==> config.mk <==
export PLATFORM = sky130hd
export DESIGN_NAME = time_set_controller
export DESIGN_NICKNAME = d
export VERILOG_FILES = /design/src/rtl/time_clock_pkg.sv /design/src/rtl/btn_debounce.sv /design/src/rtl/time_set_controller.sv
export SDC_FILE = /design/constraint.sdc
export NUM_CORES = 1
export LEC_CHECK = 0
export ABC_AREA = 1
export CAP_MARGIN = 30
export CORE_ASPECT_RATIO = 1.1
export CORE_MARGIN = 2
export CORE_UTILIZATION = 57
export CTS_CLUSTER_DIAMETER = 200
export DETAILED_ROUTE_END_ITERATION = 7
export PLACE_DENSITY = 0.8
export RECOVER_POWER = 100
export SYNTH_ARGS = -nofsm -noshare
export SYNTH_HDL_FRONTEND = slang
export SYNTH_SLANG_ARGS = --single-unit
==> constraint.sdc <==
create_clock -name i_clk -period 1.7 [get_ports i_clk]
set_input_delay 0.17 -clock i_clk [delete_from_list [all_inputs] [get_ports i_clk]]
set_output_delay 0.17 -clock i_clk [all_outputs]
set_load 0.1 [all_outputs]
==> src/rtl/time_clock_pkg.sv <==
// time_clock_pkg: shared FSM states, field limits, blank masks and the
// wrap-around increment/decrement helpers for the time-set controller.
package time_clock_pkg;

    typedef enum logic [1:0] {
        RUN      = 2'd0,
        SET_HOUR = 2'd1,
        SET_MIN  = 2'd2
    } state_t;

    localparam logic [5:0] HOUR_MAX   = 6'd23;
    localparam logic [5:0] MIN_MAX    = 6'd59;
    localparam logic [3:0] BLANK_HOUR = 4'b1100;
    localparam logic [3:0] BLANK_MIN  = 4'b0011;

    // Increment with explicit compare-and-wrap; anything at/above max goes to 0.
    function automatic logic [5:0] wrap_inc(input logic [5:0] v, input logic [5:0] max);
        return (v >= max) ? 6'd0 : v + 6'd1;
    endfunction

    // Decrement with explicit compare-and-wrap; 0 (or out-of-range) goes to max.
    function automatic logic [5:0] wrap_dec(input logic [5:0] v, input logic [5:0] max);
        return ((v == 6'd0) || (v > max)) ? max : v - 6'd1;
    endfunction

endpackage

==> src/rtl/btn_debounce.sv <==
// btn_debounce: 2-flop synchronizer, tick-based debounce counter and a
// one-cycle pulse on the debounced rising edge.
module btn_debounce #(
    parameter int DEBOUNCE_TICKS = 20
) (
    input  logic i_clk,
    input  logic i_reset,
    input  logic i_tick,
    input  logic i_btn,
    output logic o_level,
    output logic o_press
);
    localparam int CW = $clog2(DEBOUNCE_TICKS + 1);

    logic [1:0]    r_sync;
    logic          r_level;
    logic          r_level_d;
    logic [CW-1:0] r_cnt;

    // Bring the raw button into the clock domain.
    always_ff @(posedge i_clk or negedge i_reset) begin
        if (!i_reset) r_sync <= 2'b00;
        else          r_sync <= {r_sync[0], i_btn};
    end

    // Accept a new level only after it has differed for DEBOUNCE_TICKS consecutive ticks.
    always_ff @(posedge i_clk or negedge i_reset) begin
        if (!i_reset) begin
            r_level <= 1'b0;
            r_cnt   <= '0;
        end else if (r_sync[1] == r_level) begin
            r_cnt <= '0;
        end else if (i_tick) begin
            if (r_cnt == CW'(DEBOUNCE_TICKS - 1)) begin
                r_level <= r_sync[1];
                r_cnt   <= '0;
            end else begin
                r_cnt <= r_cnt + CW'(1);
            end
        end
    end

    // Delayed copy of the debounced level for edge detection.
    always_ff @(posedge i_clk or negedge i_reset) begin
        if (!i_reset) r_level_d <= 1'b0;
        else          r_level_d <= r_level;
    end

    assign o_level = r_level;
    assign o_press = r_level & ~r_level_d;

endmodule

==> src/rtl/time_set_controller.sv <==
// time_set_controller: debounced buttons drive a RUN / SET_HOUR / SET_MIN FSM
// that edits hour and minute, blinks the field under edit and strobes a load.
// Optional hold-to-repeat on up/down: define TIME_SET_AUTOREPEAT_EN.
module time_set_controller
    import time_clock_pkg::*;
#(
    parameter int DEBOUNCE_TICKS = 20,
    parameter int BLINK_TICKS    = 250,
    parameter int REPEAT_DELAY   = 500,
    parameter int REPEAT_RATE    = 100
) (
    input  logic       i_clk,
    input  logic       i_reset,
    input  logic       i_tick,
    input  logic       i_btn_set,
    input  logic       i_btn_mode,
    input  logic       i_btn_up,
    input  logic       i_btn_down,
    input  logic [5:0] i_hour,
    input  logic [5:0] i_min,
    output logic       o_run,
    output logic       o_load,
    output logic [5:0] o_hour,
    output logic [5:0] o_min,
    output logic       o_dispMode,
    output logic [3:0] o_blank,
    output logic [1:0] o_state
);
    localparam int BTN_SET  = 0;
    localparam int BTN_MODE = 1;
    localparam int BTN_UP   = 2;
    localparam int BTN_DOWN = 3;
    localparam int BW       = $clog2(BLINK_TICKS + 1);

    logic [3:0] w_raw, w_level, w_press;
    logic [1:0] w_rep;   // [0] = up repeat, [1] = down repeat

    assign w_raw = {i_btn_down, i_btn_up, i_btn_mode, i_btn_set};

    for (genvar g = 0; g < 4; g++) begin : g_btn
        btn_debounce #(.DEBOUNCE_TICKS(DEBOUNCE_TICKS)) u_db (
            .i_clk   (i_clk),
            .i_reset (i_reset),
            .i_tick  (i_tick),
            .i_btn   (w_raw[g]),
            .o_level (w_level[g]),
            .o_press (w_press[g])
        );
    end

    state_t        r_state, w_next_state;
    logic [5:0]    r_hour, r_min, w_next_hour, w_next_min;
    logic          r_disp, w_next_disp;       // user's chosen mode, kept across edits
    logic          r_disp_out, r_run, r_load, w_next_load;
    logic [3:0]    r_blank, w_next_blank;
    logic          r_phase, w_next_phase;
    logic [BW-1:0] r_blink_cnt, w_next_blink_cnt;
    logic          w_set, w_mode, w_up, w_dn, w_edit_up, w_edit_dn;

`ifdef TIME_SET_AUTOREPEAT_EN
    localparam int RMAX = (REPEAT_DELAY > REPEAT_RATE) ? REPEAT_DELAY : REPEAT_RATE;
    localparam int RW   = $clog2(RMAX + 1);

    logic [1:0][RW-1:0] r_rep_cnt;
    logic [1:0]         r_rep_armed;
    logic [1:0]         w_hold;
    logic               w_unused;

    assign w_hold   = w_level[BTN_DOWN:BTN_UP];
    assign w_unused = ^w_level[BTN_MODE:BTN_SET];

    // Repeat fires after REPEAT_DELAY ticks of hold, then every REPEAT_RATE ticks.
    always_comb begin
        for (int i = 0; i < 2; i++) begin
            w_rep[i] = i_tick && w_hold[i] && (r_state != RUN) &&
                       (r_rep_armed[i] ? (r_rep_cnt[i] == RW'(REPEAT_RATE - 1))
                                       : (r_rep_cnt[i] == RW'(REPEAT_DELAY - 1)));
        end
    end

    // Hold-time counters; cleared on release, outside SET states and on any state change.
    always_ff @(posedge i_clk or negedge i_reset) begin
        if (!i_reset) begin
            r_rep_cnt   <= '0;
            r_rep_armed <= '0;
        end else begin
            for (int i = 0; i < 2; i++) begin
                if (!w_hold[i] || (r_state == RUN) || (w_next_state != r_state)) begin
                    r_rep_cnt[i]   <= '0;
                    r_rep_armed[i] <= 1'b0;
                end else if (w_rep[i]) begin
                    r_rep_cnt[i]   <= '0;
                    r_rep_armed[i] <= 1'b1;
                end else if (i_tick) begin
                    r_rep_cnt[i] <= r_rep_cnt[i] + RW'(1);
                end
            end
        end
    end
`else
    logic w_unused;
    assign w_rep    = 2'b00;
    assign w_unused = ^{w_level, REPEAT_DELAY[0], REPEAT_RATE[0]};
`endif

    assign w_set     = w_press[BTN_SET];
    assign w_mode    = w_press[BTN_MODE];
    assign w_up      = w_press[BTN_UP]   | w_rep[0];
    assign w_dn      = w_press[BTN_DOWN] | w_rep[1];
    // set wins over up/down; up and down together cancel
    assign w_edit_up = w_up & ~w_dn & ~w_set;
    assign w_edit_dn = w_dn & ~w_up & ~w_set;

    // Next-state, edit values, blink and output decode.
    always_comb begin
        w_next_state     = r_state;
        w_next_hour      = r_hour;
        w_next_min       = r_min;
        w_next_disp      = r_disp;
        w_next_load      = 1'b0;
        w_next_phase     = r_phase;
        w_next_blink_cnt = r_blink_cnt;
        w_next_blank     = 4'b0000;

        case (r_state)
            RUN: begin
                if (w_set) begin
                    w_next_state = SET_HOUR;
                    w_next_hour  = i_hour;
                    w_next_min   = i_min;
                end else if (w_mode) begin
                    w_next_disp = ~r_disp;
                end
            end
            SET_HOUR: begin
                if (w_set)          w_next_state = SET_MIN;
                else if (w_edit_up) w_next_hour  = wrap_inc(r_hour, HOUR_MAX);
                else if (w_edit_dn) w_next_hour  = wrap_dec(r_hour, HOUR_MAX);
            end
            SET_MIN: begin
                if (w_set) begin
                    w_next_state = RUN;
                    w_next_load  = 1'b1;
                end else if (w_edit_up) begin
                    w_next_min = wrap_inc(r_min, MIN_MAX);
                end else if (w_edit_dn) begin
                    w_next_min = wrap_dec(r_min, MIN_MAX);
                end
            end
            default: w_next_state = RUN;
        endcase

        // An edit restarts the blink so the new value is visible at once.
        if ((w_next_state == RUN) || (w_next_state != r_state) || w_edit_up || w_edit_dn) begin
            w_next_phase     = 1'b0;
            w_next_blink_cnt = '0;
        end else if (i_tick) begin
            if (r_blink_cnt == BW'(BLINK_TICKS - 1)) begin
                w_next_phase     = ~r_phase;
                w_next_blink_cnt = '0;
            end else begin
                w_next_blink_cnt = r_blink_cnt + BW'(1);
            end
        end

        if (w_next_phase) begin
            if (w_next_state == SET_HOUR)     w_next_blank = BLANK_HOUR;
            else if (w_next_state == SET_MIN) w_next_blank = BLANK_MIN;
        end
    end

    // Register state and every output.
    always_ff @(posedge i_clk or negedge i_reset) begin
        if (!i_reset) begin
            r_state     <= RUN;
            r_hour      <= 6'd0;
            r_min       <= 6'd0;
            r_disp      <= 1'b0;
            r_disp_out  <= 1'b0;
            r_run       <= 1'b1;
            r_load      <= 1'b0;
            r_blank     <= 4'b0000;
            r_phase     <= 1'b0;
            r_blink_cnt <= '0;
        end else begin
            r_state     <= w_next_state;
            r_hour      <= w_next_hour;
            r_min       <= w_next_min;
            r_disp      <= w_next_disp;
            r_disp_out  <= (w_next_state == RUN) ? w_next_disp : 1'b0;
            r_run       <= (w_next_state == RUN);
            r_load      <= w_next_load;
            r_blank     <= w_next_blank;
            r_phase     <= w_next_phase;
            r_blink_cnt <= w_next_blink_cnt;
        end
    end

    assign o_state    = r_state;
    assign o_hour     = r_hour;
    assign o_min      = r_min;
    assign o_dispMode = r_disp_out;
    assign o_run      = r_run;
    assign o_load     = r_load;
    assign o_blank    = r_blank;

endmodule
==> results of run 1 <==
[state kept, by name, summed over array words and instances, names as in the netlist]
register	cells
o_state	2
g_btn.u_db.r_sync	8
g_btn.u_db.r_level_d	4
o_load	1
g_btn.u_db.r_cnt	20
o_run	1
o_dispMode	1
r_phase	1
r_disp	1
g_btn.u_db.o_level	4
o_min	6
o_hour	6
r_blink_cnt	8
o_blank	2
[per-layer routing]
metal | vias to the layer above | share of wire [%]
met1 | 1502 | 43
met4 | 0 | 2.8
met3 | 22 | 5.1
li1 | 1617 | -
met5 | - | 0
met2 | 107 | 50
[cell usage in the layout (no fill, tap or decap), drive strengths merged]
| cell type | count |
|---|---|
| nand3 | 64 |
| clkbuf | 25 |
| nand4 | 15 |
| o21bai | 1 |
| ha | 12 |
| o22ai | 8 |
| dfrtp | 64 |
| o211ai | 1 |
| nor2 | 68 |
| clkdlybuf4s50 | 13 |
| clkinvlp | 1 |
| inv | 59 |
| clkinv | 3 |
| nand2 | 112 |
| dfstp | 1 |
| bufinv | 2 |
| a21oi | 6 |
| or2 | 1 |
| xor2 | 14 |
| buf | 17 |
| dlygate4sd3 | 5 |
| xnor2 | 7 |
| nor3 | 3 |
| o21ai | 26 |
[cells by family (layout without fill, tap and decap cells)]
group	Yosys count	after routing	synth area share [%]
compound gates	42	42	6.36
xor+xnor	21	21	5.03
fa+ha+maj	12	12	4.10
buf+inv	72	125	8.00
flops	65	65	44.5
simple gates	263	263	32.0
[metrics by stage]
step	utilization, %	cells	worst slack [ps]	power, W
detailed placement	69.2	589	91.5	0.00204
global route	71.8	608	-34.2	0.00364
finish	71.8	608	145	0.00349
CTS	73.1	606	26.1	0.00354
global placement	69.2	589	116	0.00202
floorplan	-	475	38.5	0.00190
[final timing paths]
check                                                      to  depth (start not counted)  slack, ps                              start
max in group asynchronous                o_min[0]$_DFFE_PN0P_                          3        260                            i_reset
min in group asynchronous  g_btn[2].u_db.r_cnt[2]$_DFFE_PN0P_                          2        530                            i_reset
max reg2reg                              o_min[1]$_DFFE_PN0P_                          8        140               o_min[1]$_DFFE_PN0P_
min reg2reg                 g_btn[2].u_db.r_sync[1]$_DFF_PN0_                          0        350  g_btn[2].u_db.r_sync[0]$_DFF_PN0_
max                                      o_min[1]$_DFFE_PN0P_                          8        140               o_min[1]$_DFFE_PN0P_
min                         g_btn[2].u_db.r_sync[1]$_DFF_PN0_                          0        350  g_btn[2].u_db.r_sync[0]$_DFF_PN0_
[final cells by class]
cell class,instances,area [µm²]
Fill cell,467,1750
Clock buffer,11,151
Timing Repair Buffer,49,515
Multi-Input combinational cell,338,1740
Tap cell,80,100
Inverter,60,225
Clock inverter,5,77.6
Sequential cell,65,1640
[report_power, final]
group	switching (W)	internal [W]
registers	0.0000373	0.00161
clock network	0.000586	0.000900
logic	0.000243	0.000112
total	0.000866	0.00262
[repair_timing]
item / in CTS / in global routing
setup buffers: 0 / 2
gates resized for setup: 0 / 5
hold buffers: 1 / 0
endpoints found under the hold margin: 16 / 0
setup endpoints to repair: 0 / 10
==> metrics.md, run 1 <==
| Metric | Value |
|---|---|
| Status | `complete, no violations` |
| Vias in the first global route | `3183` |
| Cells along the critical path | `ha_1 -> nor2_2 -> nor2_1 -> nor2_2 -> o21ai_0 -> nand2_1 -> nand2_1 -> nand2_1` |
| Buffers on Ports | `39` |
| P&R area growth vs syn | `21.6%` |
| Final Slew Violations | `0` |
| Met3 GRT Util | `5.36%` |
| FMAX | `643 MHz` |
| Top cell by count, worst path | `nand2_1` |
| Period minus WS final | `1560 ps` |
| Rel. slew slack | `30.7%` |
| Synth cell types | `31` |
| Starting DRT DRC Count | `187` |
| Clk_lat worst skew | `350 ps` |
| Remaining DRCs | `0` |
| Leading post-synthesis cells by cell area | `dfrtp_1 (44%), nand2_1 (11%), nand3_1 (8.5%)` |
| Global placement routability congestion | `0.944` |
| Post-synth net total | `506` |
| Top Usage Layer GRT | `met2` |
| TritonRoute pass-1 iters | `5` |
| DR vias/cell | `5.34` |
| Inserted Diodes | `0` |
| Hold Path Class | `flip-flop to flip-flop` |
| Clk sinks | `65` |
| Hold_ws | `354 ps` |
| Final period util | `91.5%` |
| Placed Area | `4290 µm²` |
| M2 GR Usage | `42.1%` |
| Clock transition at the registers of the reported paths | `70 ps` |
| Most frequent cells after synthesis | `nand2_1 (109), dfrtp_1 (64), nand3_1 (62), nor2_1 (62), inv_1 (54)` |
| Grt ovf | `0` |
| CTS Buf Count | `9` |
| Routed Antenna Nets | `0` |
| Most frequent cell after synthesis | `nand2_1` |
| Starting Density | `59.1%` |
| Max FO, Critical Path | `7` |
| Critical Path Max Stage Delay | `530 ps` |
| Global-route wire length before repair | `13500 µm` |
| H-tree depth | `3` |
| Post-route cell area | `4450 µm²` |
| Share of cells above drive strength 1 | `13.4%` |
| Die height | `88.0 µm` |
| DP Wirelength | `5700 µm` |
| Detailed Route WL | `7940 µm` |
| # IOs | `40` |
| Gr usage total | `24.7%` |
| Buf+Inv Stages, Crit Path | `0` |
| Post-Syn Area | `3660 µm²` |
| FFs w/ async S/R, synth | `100%` |
| Final hold vios | `0` |
| Yosys warning total | `0` |
| Setup CP Type | `flip-flop to flip-flop` |
| Skew final | `5.16 ps` |
| Startpoint types | `flip-flop` |
| CTS Buffer Depth | `2` |
| Post-Syn Instances | `475` |
| Largest net degree at the start of global routing | `34` |
| Final setup fails | `0` |
| Top delay family on crit path | `flip-flops` |
| CP arrival | `1800 ps` |
| Nets | `554` |
| Routed via count | `3248` |
| Root buf cell | `clkbuf_8` |
| Die area | `7080 µm²` |
| DR WL/cell | `13.1 µm` |
| Flops & latches, synth | `65` |
| Row count | `30` |
| Max-Cap Viols | `0` |
| Setup TNS | `0 ps` |
| Pwr Density | `784 nW/µm²` |
| Yosys top cell area share | `43.8%` |
| Crit. End Element | `flip-flop` |
| Top FF cell, synth | `dfrtp_1` |
| Synthesized area per cell | `7.70 µm²` |
| GR Util met1 | `28.7%` |
| CP Data Required Time | `1940 ps` |
| Worst-margin pin slew | `1040 ps` |
| Sequential fraction of the synthesis area | `44.5%` |
| Clock tree from TritonCTS | `yes` |
| Peak VDD IR | `0.000457 V` |
| Leak | `2.14 nW` |
| Core Area | `6190 µm²` |
| Synth area leader | `dfrtp_1` |
| Die Span X | `80.4 µm` |
| Slowest CP cell | `dfrtp_1` |
| Post-synth EDFFs | `0` |
| Initial antenna violation count | `0` |
(Power assumes the default switching activity.)
==> inputs of run 2 (changes only) <==
--- a/config.mk
+++ b/config.mk
@@ -12,6 +12,7 @@
 export CORE_UTILIZATION = 57
 export CTS_CLUSTER_DIAMETER = 200
 export DETAILED_ROUTE_END_ITERATION = 7
+export GPL_TIMING_DRIVEN = 0
 export PLACE_DENSITY = 0.8
 export RECOVER_POWER = 100
 export SYNTH_ARGS = -nofsm -noshare
==> run 2 against run 1 <==
  * Worst setup slack worse by 110 ps
  * Clock skew up 3.0 ps
  * Fmax down 6.4%
  * Sequential share of layout area grew 1.1 points
==> metrics.md, run 2 (synthesized netlist as in run 1, its figures left out) <==
| Metric | Value |
|---|---|
| Leak | `2.06 nW (-3.9%)` |
| Routed Antenna Nets | `0 (unchanged)` |
| FMAX | `602 MHz (-6.4%)` |
| Max-Cap Viols | `0 (unchanged)` |
| DR WL/cell | `12.7 µm (-2.6%)` |
| Clock tree from TritonCTS | `yes` |
| Die area | `7080 µm² (unchanged)` |
| Most flop-heavy register | `g_btn.u_db.r_cnt` |
| Min-Delay Path Depth | `3 (+3)` |
| Gr usage total | `24.4% (-0.27 points)` |
| Clk sinks | `65 (unchanged)` |
| Period minus WS final | `1660 ps (+107 ps)` |
| Nets | `556 (+0.36%)` |
| Final Slew Violations | `0 (unchanged)` |
| Buf+Inv Stages, Crit Path | `1 (+1)` |
| Clk_lat worst skew | `340 ps (about the same)` |
| RR Startpoint | `o_min[0]$_DFFE_PN0P_` |
| Grt ovf | `0 (unchanged)` |
| Die Span X | `80.4 µm (unchanged)` |
| Inserted Diodes | `0 (unchanged)` |
| Initial antenna violation count | `0 (unchanged)` |
| Largest regs | `g_btn.u_db.r_cnt x20, g_btn.u_db.r_sync x8, r_blink_cnt x8` |
| Placed Area | `4160 µm² (-3.0%)` |
| Clock transition at the registers of the reported paths | `70 ps (about the same)` |
| Slowest CP cell | `clkdlybuf4s15_1` |
| TritonRoute pass-1 iters | `4 (-1)` |
| CP arrival | `1490 ps (-310 ps)` |
| Hold Path Class | `primary input to flip-flop` |
| Cells along the critical path | `clkdlybuf4s15_1` |
| Root buf cell | `clkbuf_8` |
| Die height | `88.0 µm (unchanged)` |
| Starting Density | `59.1% (unchanged)` |
| Vias in the first global route | `3172 (-0.35%)` |
| DP Worst Slack | `-88.1 ps (-180 ps)` |
| Worst r2r dst | `o_min[0]$_DFFE_PN0P_` |
| Rel. slew slack | `36.7% (+6.0 points)` |
| Setup CP Type | `flip-flop to output port` |
| Status | `complete, no violations` |
| Starting DRT DRC Count | `80 (-57%)` |
| CTS Buf Count | `9 (unchanged)` |
| Global-route wire length before repair | `13500 µm (+0.42%)` |
| Final setup fails | `0 (unchanged)` |
| Setup repair bufs after CTS | `0 (unchanged)` |
| Remaining DRCs | `0 (unchanged)` |
| Fin util | `69.9% (-1.9 points)` |
| Crit. End Element | `output port` |
| Skew final | `8.20 ps (+3.05 ps)` |
| Hold path start | `i_tick` |
| Startpoint types | `flip-flop` |
| DP Wirelength | `5580 µm (-2.1%)` |
| Flop-to-flop setup slack | `130 ps (about the same)` |
| Share of cells above drive strength 1 | `14.0% (+0.54 points)` |
| Hold_ws | `260 ps (-94.2 ps)` |
| Core Area | `6190 µm² (unchanged)` |
| Buffers on Ports | `38 (-2.6%)` |
| Detailed Route WL | `7740 µm (-2.4%)` |
| Largest net degree at the start of global routing | `66 (+94%)` |
| Commonest non-fill, non-tap cells in the layout | `nand2_1 (109), nand3_1 (62), nor2_1 (61), dfrtp_1 (57), inv_1 (53)` |
| Max reg flops | `20 (unchanged)` |
| Row count | `30 (unchanged)` |
| Final hold vios | `0 (unchanged)` |
| Critical Path Max Stage Delay | `820 ps (+290 ps)` |
| Final WS setup | `38.1 ps (-107 ps)` |
| Final period util | `97.8% (+6.3 points)` |
| Most common cell after layout, fill and taps aside | `nand2_1` |
| # IOs | `40 (unchanged)` |
| Pwr Density | `745 nW/µm² (-5.0%)` |
| Peak VDD IR | `0.000539 V (+18%)` |
| Worst-margin pin slew | `953 ps (-86.9 ps)` |
| P&R area growth vs syn | `18.3%` |
| Top delay family on crit path | `buffers and inverters` |
| Reg2reg path depth | `8 (unchanged)` |
| Max FO, Critical Path | `1 (-6)` |
| Global placement routability congestion | `0.860 (-8.9%)` |
| Post-route cell area | `4330 µm² (-2.7%)` |
| DR vias/cell | `5.40 (+1.0%)` |
| Routed via count | `3286 (+1.2%)` |
| CP Data Required Time | `1530 ps (-410 ps)` |
| H-tree depth | `3 (unchanged)` |
| Hold EP | `g_btn[2].u_db.r_cnt[3]$_DFFE_PN0P_` |
| CTS Buffer Depth | `2 (unchanged)` |
## run 2: cell type report
| cell class | instances | area [µm²] |
|---|---|---|
| Tap cell | 80 | 100 |
| Inverter | 60 | 225 |
| Multi-Input combinational cell | 338 | 1750 |
| Fill cell | 495 | 1870 |
| Sequential cell | 65 | 1640 |
| Buffer | 12 | 67.6 |
| Timing Repair Buffer | 39 | 369 |
| Clock buffer | 11 | 131 |
| Clock inverter | 4 | 45.0 |
## run 2: timing repair
action,CTS,global route
setup endpoints to repair,21,14
hold endpoints to repair,64,0
gates resized for setup,55,10
hold buffers,1,0
## run 2: how the worst max path moves through the flow
stage | start | depth (start not counted) | endpoint
after floorplan | o_min[1]$_DFFE_PN0P_ | 8 | o_min[0]$_DFFE_PN0P_
final | o_dispMode$_DFF_PN0_ | 1 | o_dispMode
after CTS | o_hour[2]$_DFFE_PN0P_ | 1 | o_hour[2]
after global routing | o_min[0]$_DFFE_PN0P_ | 8 | o_min[0]$_DFFE_PN0P_
after detailed placement | o_run$_DFF_PN1_ | 1 | o_run
after global placement | i_reset | 1 | o_min[0]$_DFFE_PN0P_
## run 2: stage by stage
| stage | TNS, ps | total power [W] | instances |
|---|---|---|---|
| 6_report | 0 | 0.00322 | 609 |
| 3_3_place_gp | -108220 | 0.00202 | 593 |
| 5_1_grt | -3.22 | 0.00336 | 609 |
| 4_1_cts | 0 | 0.00325 | 609 |
| 2_1_floorplan | 0 | 0.00190 | 475 |
| 3_5_place_dp | -343 | 0.00203 | 593 |
## run 2: per-layer routing
| metal | vias up | global-route usage, % | wire length [µm] |
|---|---|---|---|
| met1 | 1581 | 28.9 | 3310 |
| met5 | - | 0 | 0 |
| li1 | 1631 | - | - |
| met4 | 0 | 8.17 | 94 |
| met2 | 67 | 44.1 | 3980 |
| met3 | 7 | 5.15 | 358 |
## run 2: report_power, final
part / leakage, nW / switching [W] / internal, W
Combinational: 1.17 / 0.000239 / 0.000107
Clock: 0.0929 / 0.000566 / 0.000663
Sequential: 0.798 / 0.0000378 / 0.00161
